[config.mk]
export PLATFORM = sky130hd
export DESIGN_NAME = fma_arbiter_flat
export DESIGN_NICKNAME = d
export VERILOG_FILES = /design/src/rtl/fma_arbiter_if.sv /design/src/rtl/fma_arbiter.sv /design/src/flat_wrapper.sv
export SDC_FILE = /design/constraint.sdc
export NUM_CORES = 1
export LEC_CHECK = 0
export ABC_AREA = 1
export CAP_MARGIN = 25
export CORE_AREA = 2 2 156 158
export CTS_BUF_LIST = sky130_fd_sc_hd__clkbuf_8
export DETAILED_ROUTE_END_ITERATION = 10
export DIE_AREA = 0 0 158 160
export HOLD_SLACK_MARGIN = 0.08
export PLACE_DENSITY = 0.78
export SYNTH_ARGS = -nofsm -noshare
export SYNTH_HDL_FRONTEND = slang
export SYNTH_SLANG_ARGS = --single-unit
[constraint.sdc]
create_clock -name clk -period 5 [get_ports clk]
set_input_delay 0.5 -clock clk [delete_from_list [all_inputs] [get_ports clk]]
set_output_delay 0.5 -clock clk [all_outputs]
set_load 0.1 [all_outputs]
[src/rtl/fma_arbiter_if.sv]
// Bundle of requester, fused-unit and response signals around fma_arbiter.
// slave is the arbiter's view; master is the view of everything around it.
interface fma_arbiter_if;
  logic [1:0]  req_valid;
  logic [1:0]  req_ready;
  logic [63:0] req_a;
  logic [63:0] req_b;
  logic [63:0] req_c;
  logic [3:0]  req_op;
  logic [5:0]  req_rm;
  logic [2:0]  frm;

  logic        fma_start;
  logic [31:0] fma_a;
  logic [31:0] fma_b;
  logic [31:0] fma_c;
  logic        fma_is_sub;
  logic        fma_is_neg;
  logic [2:0]  fma_rm;
  logic [31:0] fma_result;
  logic [3:0]  fma_flags;
  logic        fma_done;

  logic [1:0]  rsp_valid;
  logic [1:0]  rsp_ready;
  logic [31:0] rsp_result;
  logic [4:0]  rsp_fflags;
  logic        rsp_illegal;
  logic        rsp_timeout;

  logic [4:0]  acc_fflags;
  logic        fflags_clr;
  logic        busy;

  modport slave (
    input  req_valid, req_a, req_b, req_c, req_op, req_rm, frm,
           fma_result, fma_flags, fma_done, rsp_ready, fflags_clr,
    output req_ready, fma_start, fma_a, fma_b, fma_c, fma_is_sub, fma_is_neg,
           fma_rm, rsp_valid, rsp_result, rsp_fflags, rsp_illegal, rsp_timeout,
           acc_fflags, busy
  );

  modport master (
    output req_valid, req_a, req_b, req_c, req_op, req_rm, frm,
           fma_result, fma_flags, fma_done, rsp_ready, fflags_clr,
    input  req_ready, fma_start, fma_a, fma_b, fma_c, fma_is_sub, fma_is_neg,
           fma_rm, rsp_valid, rsp_result, rsp_fflags, rsp_illegal, rsp_timeout,
           acc_fflags, busy
  );
endinterface

[src/rtl/fma_arbiter.sv]
// Round-robin front end sharing one fused multiply-add unit between two requesters,
// with rounding-mode legality check, completion timeout and sticky accrued flags.
module fma_arbiter #(
  parameter int TIMEOUT = 64
) (
  input logic          clk,
  input logic          rst,
  fma_arbiter_if.slave bus
);

  localparam int CW = $clog2(TIMEOUT + 1);

  typedef enum logic [1:0] {IDLE, ISSUE, WAIT, RESP} state_t;

  state_t        r_state;
  state_t        w_nextState;
  logic          r_lastGrant;
  logic          r_owner;
  logic [CW-1:0] r_count;
  logic [31:0]   r_a;
  logic [31:0]   r_b;
  logic [31:0]   r_c;
  logic          r_isSub;
  logic          r_isNeg;
  logic [2:0]    r_rm;
  logic [31:0]   r_rspResult;
  logic [4:0]    r_rspFflags;
  logic          r_rspIllegal;
  logic          r_rspTimeout;
  logic [4:0]    r_accFflags;

  logic          w_grant;
  logic          w_accept;
  logic          w_illegal;
  logic          w_countHit;
  logic          w_handshake;
  logic [2:0]    w_reqRm;
  logic [2:0]    w_rm;
  logic [1:0]    w_reqOp;

  // On a tie the requester that did not win last time gets the unit.
  always_comb begin
    w_grant = bus.req_valid[1];
    if (&bus.req_valid) w_grant = ~r_lastGrant;
    w_reqRm    = w_grant ? bus.req_rm[5:3] : bus.req_rm[2:0];
    w_reqOp    = w_grant ? bus.req_op[3:2] : bus.req_op[1:0];
    w_rm       = (w_reqRm == 3'b111) ? bus.frm : w_reqRm;
    w_illegal  = (w_rm == 3'b101) || (w_rm == 3'b110) || (w_rm == 3'b111);
    w_accept   = (r_state == IDLE) && (|bus.req_valid) && !rst;
    w_countHit = (r_count == CW'(TIMEOUT - 1));
    w_handshake = (r_state == RESP) && bus.rsp_ready[r_owner];
  end

  always_ff @(posedge clk or posedge rst) begin
    if (rst) r_state <= IDLE;
    else     r_state <= w_nextState;
  end

  always_comb begin
    w_nextState   = r_state;
    bus.req_ready = 2'b00;
    bus.fma_start = 1'b0;
    bus.rsp_valid = 2'b00;
    case (r_state)
      IDLE: begin
        if (w_accept) begin
          bus.req_ready = w_grant ? 2'b10 : 2'b01;
          w_nextState   = w_illegal ? RESP : ISSUE;
        end
      end
      ISSUE: begin
        bus.fma_start = 1'b1;
        w_nextState   = WAIT;
      end
      WAIT: begin
        if (bus.fma_done || w_countHit) w_nextState = RESP;
      end
      RESP: begin
        bus.rsp_valid = r_owner ? 2'b10 : 2'b01;
        if (bus.rsp_ready[r_owner]) w_nextState = IDLE;
      end
      default: w_nextState = IDLE;
    endcase
  end

  // A done coinciding with the final count takes the normal-completion branch.
  always_ff @(posedge clk or posedge rst) begin
    if (rst) begin
      r_lastGrant  <= 1'b1;
      r_owner      <= 1'b0;
      r_count      <= '0;
      r_a          <= '0;
      r_b          <= '0;
      r_c          <= '0;
      r_isSub      <= 1'b0;
      r_isNeg      <= 1'b0;
      r_rm         <= '0;
      r_rspResult  <= '0;
      r_rspFflags  <= '0;
      r_rspIllegal <= 1'b0;
      r_rspTimeout <= 1'b0;
    end else begin
      case (r_state)
        IDLE: begin
          if (w_accept) begin
            r_lastGrant <= w_grant;
            r_owner     <= w_grant;
            r_a         <= w_grant ? bus.req_a[63:32] : bus.req_a[31:0];
            r_b         <= w_grant ? bus.req_b[63:32] : bus.req_b[31:0];
            r_c         <= w_grant ? bus.req_c[63:32] : bus.req_c[31:0];
            r_isSub     <= w_reqOp[0];
            r_isNeg     <= w_reqOp[1];
            r_rm        <= w_rm;
            if (w_illegal) begin
              r_rspResult  <= '0;
              r_rspFflags  <= '0;
              r_rspIllegal <= 1'b1;
              r_rspTimeout <= 1'b0;
            end
          end
        end
        ISSUE: r_count <= '0;
        WAIT: begin
          if (bus.fma_done) begin
            r_rspResult  <= bus.fma_result;
            r_rspFflags  <= {bus.fma_flags[3], 1'b0, bus.fma_flags[2:0]};
            r_rspIllegal <= 1'b0;
            r_rspTimeout <= 1'b0;
          end else if (w_countHit) begin
            r_rspResult  <= 32'h7FC0_0000;
            r_rspFflags  <= 5'b10000;
            r_rspIllegal <= 1'b0;
            r_rspTimeout <= 1'b1;
          end else begin
            r_count <= r_count + 1'b1;
          end
        end
        default: ;
      endcase
    end
  end

  // A clear landing on a handshake keeps only the flags of that response.
  always_ff @(posedge clk or posedge rst) begin
    if (rst) begin
      r_accFflags <= '0;
    end else if (bus.fflags_clr) begin
      r_accFflags <= w_handshake ? r_rspFflags : 5'b00000;
    end else if (w_handshake) begin
      r_accFflags <= r_accFflags | r_rspFflags;
    end
  end

  assign bus.fma_a       = r_a;
  assign bus.fma_b       = r_b;
  assign bus.fma_c       = r_c;
  assign bus.fma_is_sub  = r_isSub;
  assign bus.fma_is_neg  = r_isNeg;
  assign bus.fma_rm      = r_rm;
  assign bus.rsp_result  = r_rspResult;
  assign bus.rsp_fflags  = r_rspFflags;
  assign bus.rsp_illegal = r_rspIllegal;
  assign bus.rsp_timeout = r_rspTimeout;
  assign bus.acc_fflags  = r_accFflags;
  assign bus.busy        = (r_state != IDLE);

endmodule

[src/flat_wrapper.sv]
// flat-port wrapper written by rule: the top's interface ports become plain ports
module fma_arbiter_flat 
#(
  parameter int TIMEOUT = 64
)
  (clk, rst, bus_req_valid, bus_req_a, bus_req_b, bus_req_c, bus_req_op, bus_req_rm, bus_frm, bus_fma_result, bus_fma_flags, bus_fma_done, bus_rsp_ready, bus_fflags_clr, bus_req_ready, bus_fma_start, bus_fma_a, bus_fma_b, bus_fma_c, bus_fma_is_sub, bus_fma_is_neg, bus_fma_rm, bus_rsp_valid, bus_rsp_result, bus_rsp_fflags, bus_rsp_illegal, bus_rsp_timeout, bus_acc_fflags, bus_busy);
  fma_arbiter_if bus_i ();
  input logic clk;
  input logic rst;
  input wire logic [$bits(bus_i.req_valid)-1:0] bus_req_valid;
  input wire logic [$bits(bus_i.req_a)-1:0] bus_req_a;
  input wire logic [$bits(bus_i.req_b)-1:0] bus_req_b;
  input wire logic [$bits(bus_i.req_c)-1:0] bus_req_c;
  input wire logic [$bits(bus_i.req_op)-1:0] bus_req_op;
  input wire logic [$bits(bus_i.req_rm)-1:0] bus_req_rm;
  input wire logic [$bits(bus_i.frm)-1:0] bus_frm;
  input wire logic [$bits(bus_i.fma_result)-1:0] bus_fma_result;
  input wire logic [$bits(bus_i.fma_flags)-1:0] bus_fma_flags;
  input wire logic [$bits(bus_i.fma_done)-1:0] bus_fma_done;
  input wire logic [$bits(bus_i.rsp_ready)-1:0] bus_rsp_ready;
  input wire logic [$bits(bus_i.fflags_clr)-1:0] bus_fflags_clr;
  output wire logic [$bits(bus_i.req_ready)-1:0] bus_req_ready;
  output wire logic [$bits(bus_i.fma_start)-1:0] bus_fma_start;
  output wire logic [$bits(bus_i.fma_a)-1:0] bus_fma_a;
  output wire logic [$bits(bus_i.fma_b)-1:0] bus_fma_b;
  output wire logic [$bits(bus_i.fma_c)-1:0] bus_fma_c;
  output wire logic [$bits(bus_i.fma_is_sub)-1:0] bus_fma_is_sub;
  output wire logic [$bits(bus_i.fma_is_neg)-1:0] bus_fma_is_neg;
  output wire logic [$bits(bus_i.fma_rm)-1:0] bus_fma_rm;
  output wire logic [$bits(bus_i.rsp_valid)-1:0] bus_rsp_valid;
  output wire logic [$bits(bus_i.rsp_result)-1:0] bus_rsp_result;
  output wire logic [$bits(bus_i.rsp_fflags)-1:0] bus_rsp_fflags;
  output wire logic [$bits(bus_i.rsp_illegal)-1:0] bus_rsp_illegal;
  output wire logic [$bits(bus_i.rsp_timeout)-1:0] bus_rsp_timeout;
  output wire logic [$bits(bus_i.acc_fflags)-1:0] bus_acc_fflags;
  output wire logic [$bits(bus_i.busy)-1:0] bus_busy;
  assign bus_i.req_valid = bus_req_valid;
  assign bus_i.req_a = bus_req_a;
  assign bus_i.req_b = bus_req_b;
  assign bus_i.req_c = bus_req_c;
  assign bus_i.req_op = bus_req_op;
  assign bus_i.req_rm = bus_req_rm;
  assign bus_i.frm = bus_frm;
  assign bus_i.fma_result = bus_fma_result;
  assign bus_i.fma_flags = bus_fma_flags;
  assign bus_i.fma_done = bus_fma_done;
  assign bus_i.rsp_ready = bus_rsp_ready;
  assign bus_i.fflags_clr = bus_fflags_clr;
  assign bus_req_ready = bus_i.req_ready;
  assign bus_fma_start = bus_i.fma_start;
  assign bus_fma_a = bus_i.fma_a;
  assign bus_fma_b = bus_i.fma_b;
  assign bus_fma_c = bus_i.fma_c;
  assign bus_fma_is_sub = bus_i.fma_is_sub;
  assign bus_fma_is_neg = bus_i.fma_is_neg;
  assign bus_fma_rm = bus_i.fma_rm;
  assign bus_rsp_valid = bus_i.rsp_valid;
  assign bus_rsp_result = bus_i.rsp_result;
  assign bus_rsp_fflags = bus_i.rsp_fflags;
  assign bus_rsp_illegal = bus_i.rsp_illegal;
  assign bus_rsp_timeout = bus_i.rsp_timeout;
  assign bus_acc_fflags = bus_i.acc_fflags;
  assign bus_busy = bus_i.busy;
  fma_arbiter #(.TIMEOUT(TIMEOUT)) u_core (.clk(clk), .rst(rst), .bus(bus_i));
endmodule
==> reports/results.ini <==
[outcome]
outcome=finished clean

[setup_path]
path_cells=ha_1, inv_1, nor2_1, clkdlybuf4s50_1
crit_type=flip-flop to output pin
arrival_ns=2.56
critical-path-top-delay-family=buffers and inverters
path_buf_inv=2
critical_path.max_stage_delay_ns=1.15
endpoint_kind=output pin
worst-path-max-fanout=6
cp.required_ns=4.50
startpoint_type=flip-flop
crit_slowest_cell=clkdlybuf4s50_1

[synth]
synth_area_mm2=0.00704
yosysWarningCount=0
synth_area_leaders=dfrtp_1, nand2_1, nand3_1
syn_area_per_cell_um2=7.84
synth.distinct_cells=28
yosysSeqAreaShare_pct=54.7
yosysTopAreaCell=dfrtp_1
yosys.area.top_type_share_pct=54.4
synthCells=899
synth-seq-cells=154

[floorplan]
core_area_mm2=0.0238
die_area_mm2=0.0253
fp.dieW_um=158
rows=57
pin_count=400
die_h_um=160
initial_core_util_pct=29.6

[sta]
finalClockSkew_ns=0.0167
drv_slew=0
setup_viol=0
period_share_pct=61.2
max_freq_mhz=327
slew_headroom_pct=24.3
timing.setup.tns_ns=0
fin_crit_ns=3.06
hold_viol=0
worst_slack_ns=1.94
worst_pin_slew_ns=1.13
rsz0062_at_grt=no

[clocking]
clockBufferDepth=2
tritoncts=yes
cts_sinks=154
cts_resized=0
clkSlewWorstSetupHoldPaths_ns=0.08
insertion_delay_ns=0.46
clock_tree.root_cell=clkbuf_8
hold_buffers=0
cts_setup_buffers=0
numCtsBuffers=17
htreeDepth=4

[final_layout]
utilization_pct=48.9
antenna_cells=0
area_delta_synth_final_pct=65.2
drive_gt1_share_pct=4.27
nNetsFinal=1529

[global_route]
grt_use_total_pct=19.4
grt_max_degree=155
antenna_found_initial=0
grt_pass1_vias=7398
overflow=0
grt_pass1_wl_um=38600

[job]
maxCapViolCount=0

[placed_design]
portBuffers=397
place_congestion=0.811
place_ws_ns=1.96
place_hpwl_um=17700

[routing]
ant_nets=0
drt_pre_antenna_iters=5
via_count=7351
drcViolationCount=0
routed_wirelength_um=25000
vias_per_cell=4.56
wl_per_cell_um=15.5
drtIter0Drc=413

[min_path]
hp-class=flip-flop to flip-flop

worst min-delay path: cells and delay by family, from the launching register on:
kind | cells | cell delay [ns]
and+or+nand+nor | 2 | 0.10
DFF | 1 | 0.35
stage by stage:
step                      area, um2  hold slack (ns)  cells
final                         11600            0.476   1612
after global routing          11600            0.500   1612
after CTS                     11600            0.480   1611
after detailed placement      11300            0.457   1579
after global placement        11300            0.452   1579
after floorplan                7050            0.468    900
sequential cells by signal (all words and copies together), names as in the netlist:
| signal | cells |
|---|---|
| u_core.r_owner | 1 |
| u_core.bus.fma_rm | 3 |
| u_core.bus.rsp_fflags | 4 |
| u_core.bus.rsp_timeout | 1 |
| u_core.r_count | 7 |
| u_core.bus.rsp_illegal | 1 |
| u_core.bus.fma_a | 32 |
| u_core.bus.fma_c | 32 |
| u_core.bus.fma_is_sub | 1 |
| u_core.r_lastGrant | 1 |
| u_core.bus.fma_is_neg | 1 |
| u_core.bus.acc_fflags | 4 |
| u_core.bus.fma_b | 32 |
| u_core.bus.rsp_result | 32 |
| u_core.r_state | 2 |
synth_stat cells, drive strengths merged:
cell type,number
a21oi,12
buf,27
clkbuf,23
conb,1
dfrtp,153
dfstp,1
ha,5
inv,60
nand2,407
nand3,145
nand4,2
nor2,37
nor3,4
nor3b,1
nor4,1
o211ai,2
o21ai,15
o311ai,1
xor2,2
kinds of logic after synthesis:
| family | after synthesis | synth area share, % |
|---|---|---|
| DFF | 154 | 54.7 |
| buffers and inverters | 110 | 6.87 |
| xor gates and xnor gates | 2 | 0.249 |
| adders and majority gates | 5 | 0.888 |
| and+or+nand+nor | 597 | 34.9 |
| other | 1 | 0.0532 |
| AOI/OAI and AO/OA | 30 | 2.31 |
layer usage:
metal | vias up | wire length, um | global-route usage, %
met5 | - | 0 | 0
met4 | 0 | 554 | 6.51
met3 | 35 | 2280 | 6.73
met2 | 302 | 12200 | 33.2
met1 | 3459 | 9940 | 22.5
li1 | 3555 | - | -
placed cells by master (no fill, tap or decap), drive strengths merged, types with 2 or more instances in the layout:
cell type      synthesis  final
nor2                  37     37
o211ai                 2      2
nand4                  2      2
clkinv                 0      8
nor3                   4      4
nand3                145    145
dfrtp                153    153
clkbuf                23     18
buf                   27     11
nand2                407    407
ha                     5      5
xor2                   2      2
inv                   60     65
o21ai                 15     15
clkdlybuf4s50          0    395
a21oi                 12     12
conb                   1      2
worst paths after layout:
path	from	to	slack, ns	cells past startpoint
worst min register to register	u_core.bus.rsp_result[2]$_DFFE_PP0P_	u_core.bus.rsp_result[2]$_DFFE_PP0P_	0.48	2
worst min-delay path	u_core.bus.rsp_result[2]$_DFFE_PP0P_	u_core.bus.rsp_result[2]$_DFFE_PP0P_	0.48	2
min in group asynchronous	rst	u_core.bus.fma_rm[2]$_DFFE_PP0P_	0.65	3
worst max register to register	u_core.r_state[0]$_DFFE_PP0P_	u_core.bus.rsp_result[20]$_DFFE_PP0P_	2.11	11
worst max-delay path	u_core.r_state[0]$_DFFE_PP0P_	bus_rsp_valid[0]	1.94	4
max in group asynchronous	rst	u_core.bus.fma_a[17]$_DFFE_PP0P_	3.71	3
cell type report:
type / count / area [um2]
tap: 324 / 405
inverter: 60 / 229
multi-input combinational: 636 / 2720
fill: 2340 / 12200
clock inverter: 14 / 113
timing repair buffer: 406 / 4070
sequential: 154 / 3850
clock buffer: 18 / 248
Power is not shown: default switching activity piles up to over one toggle a cycle in this logic, so the estimate is an artifact.
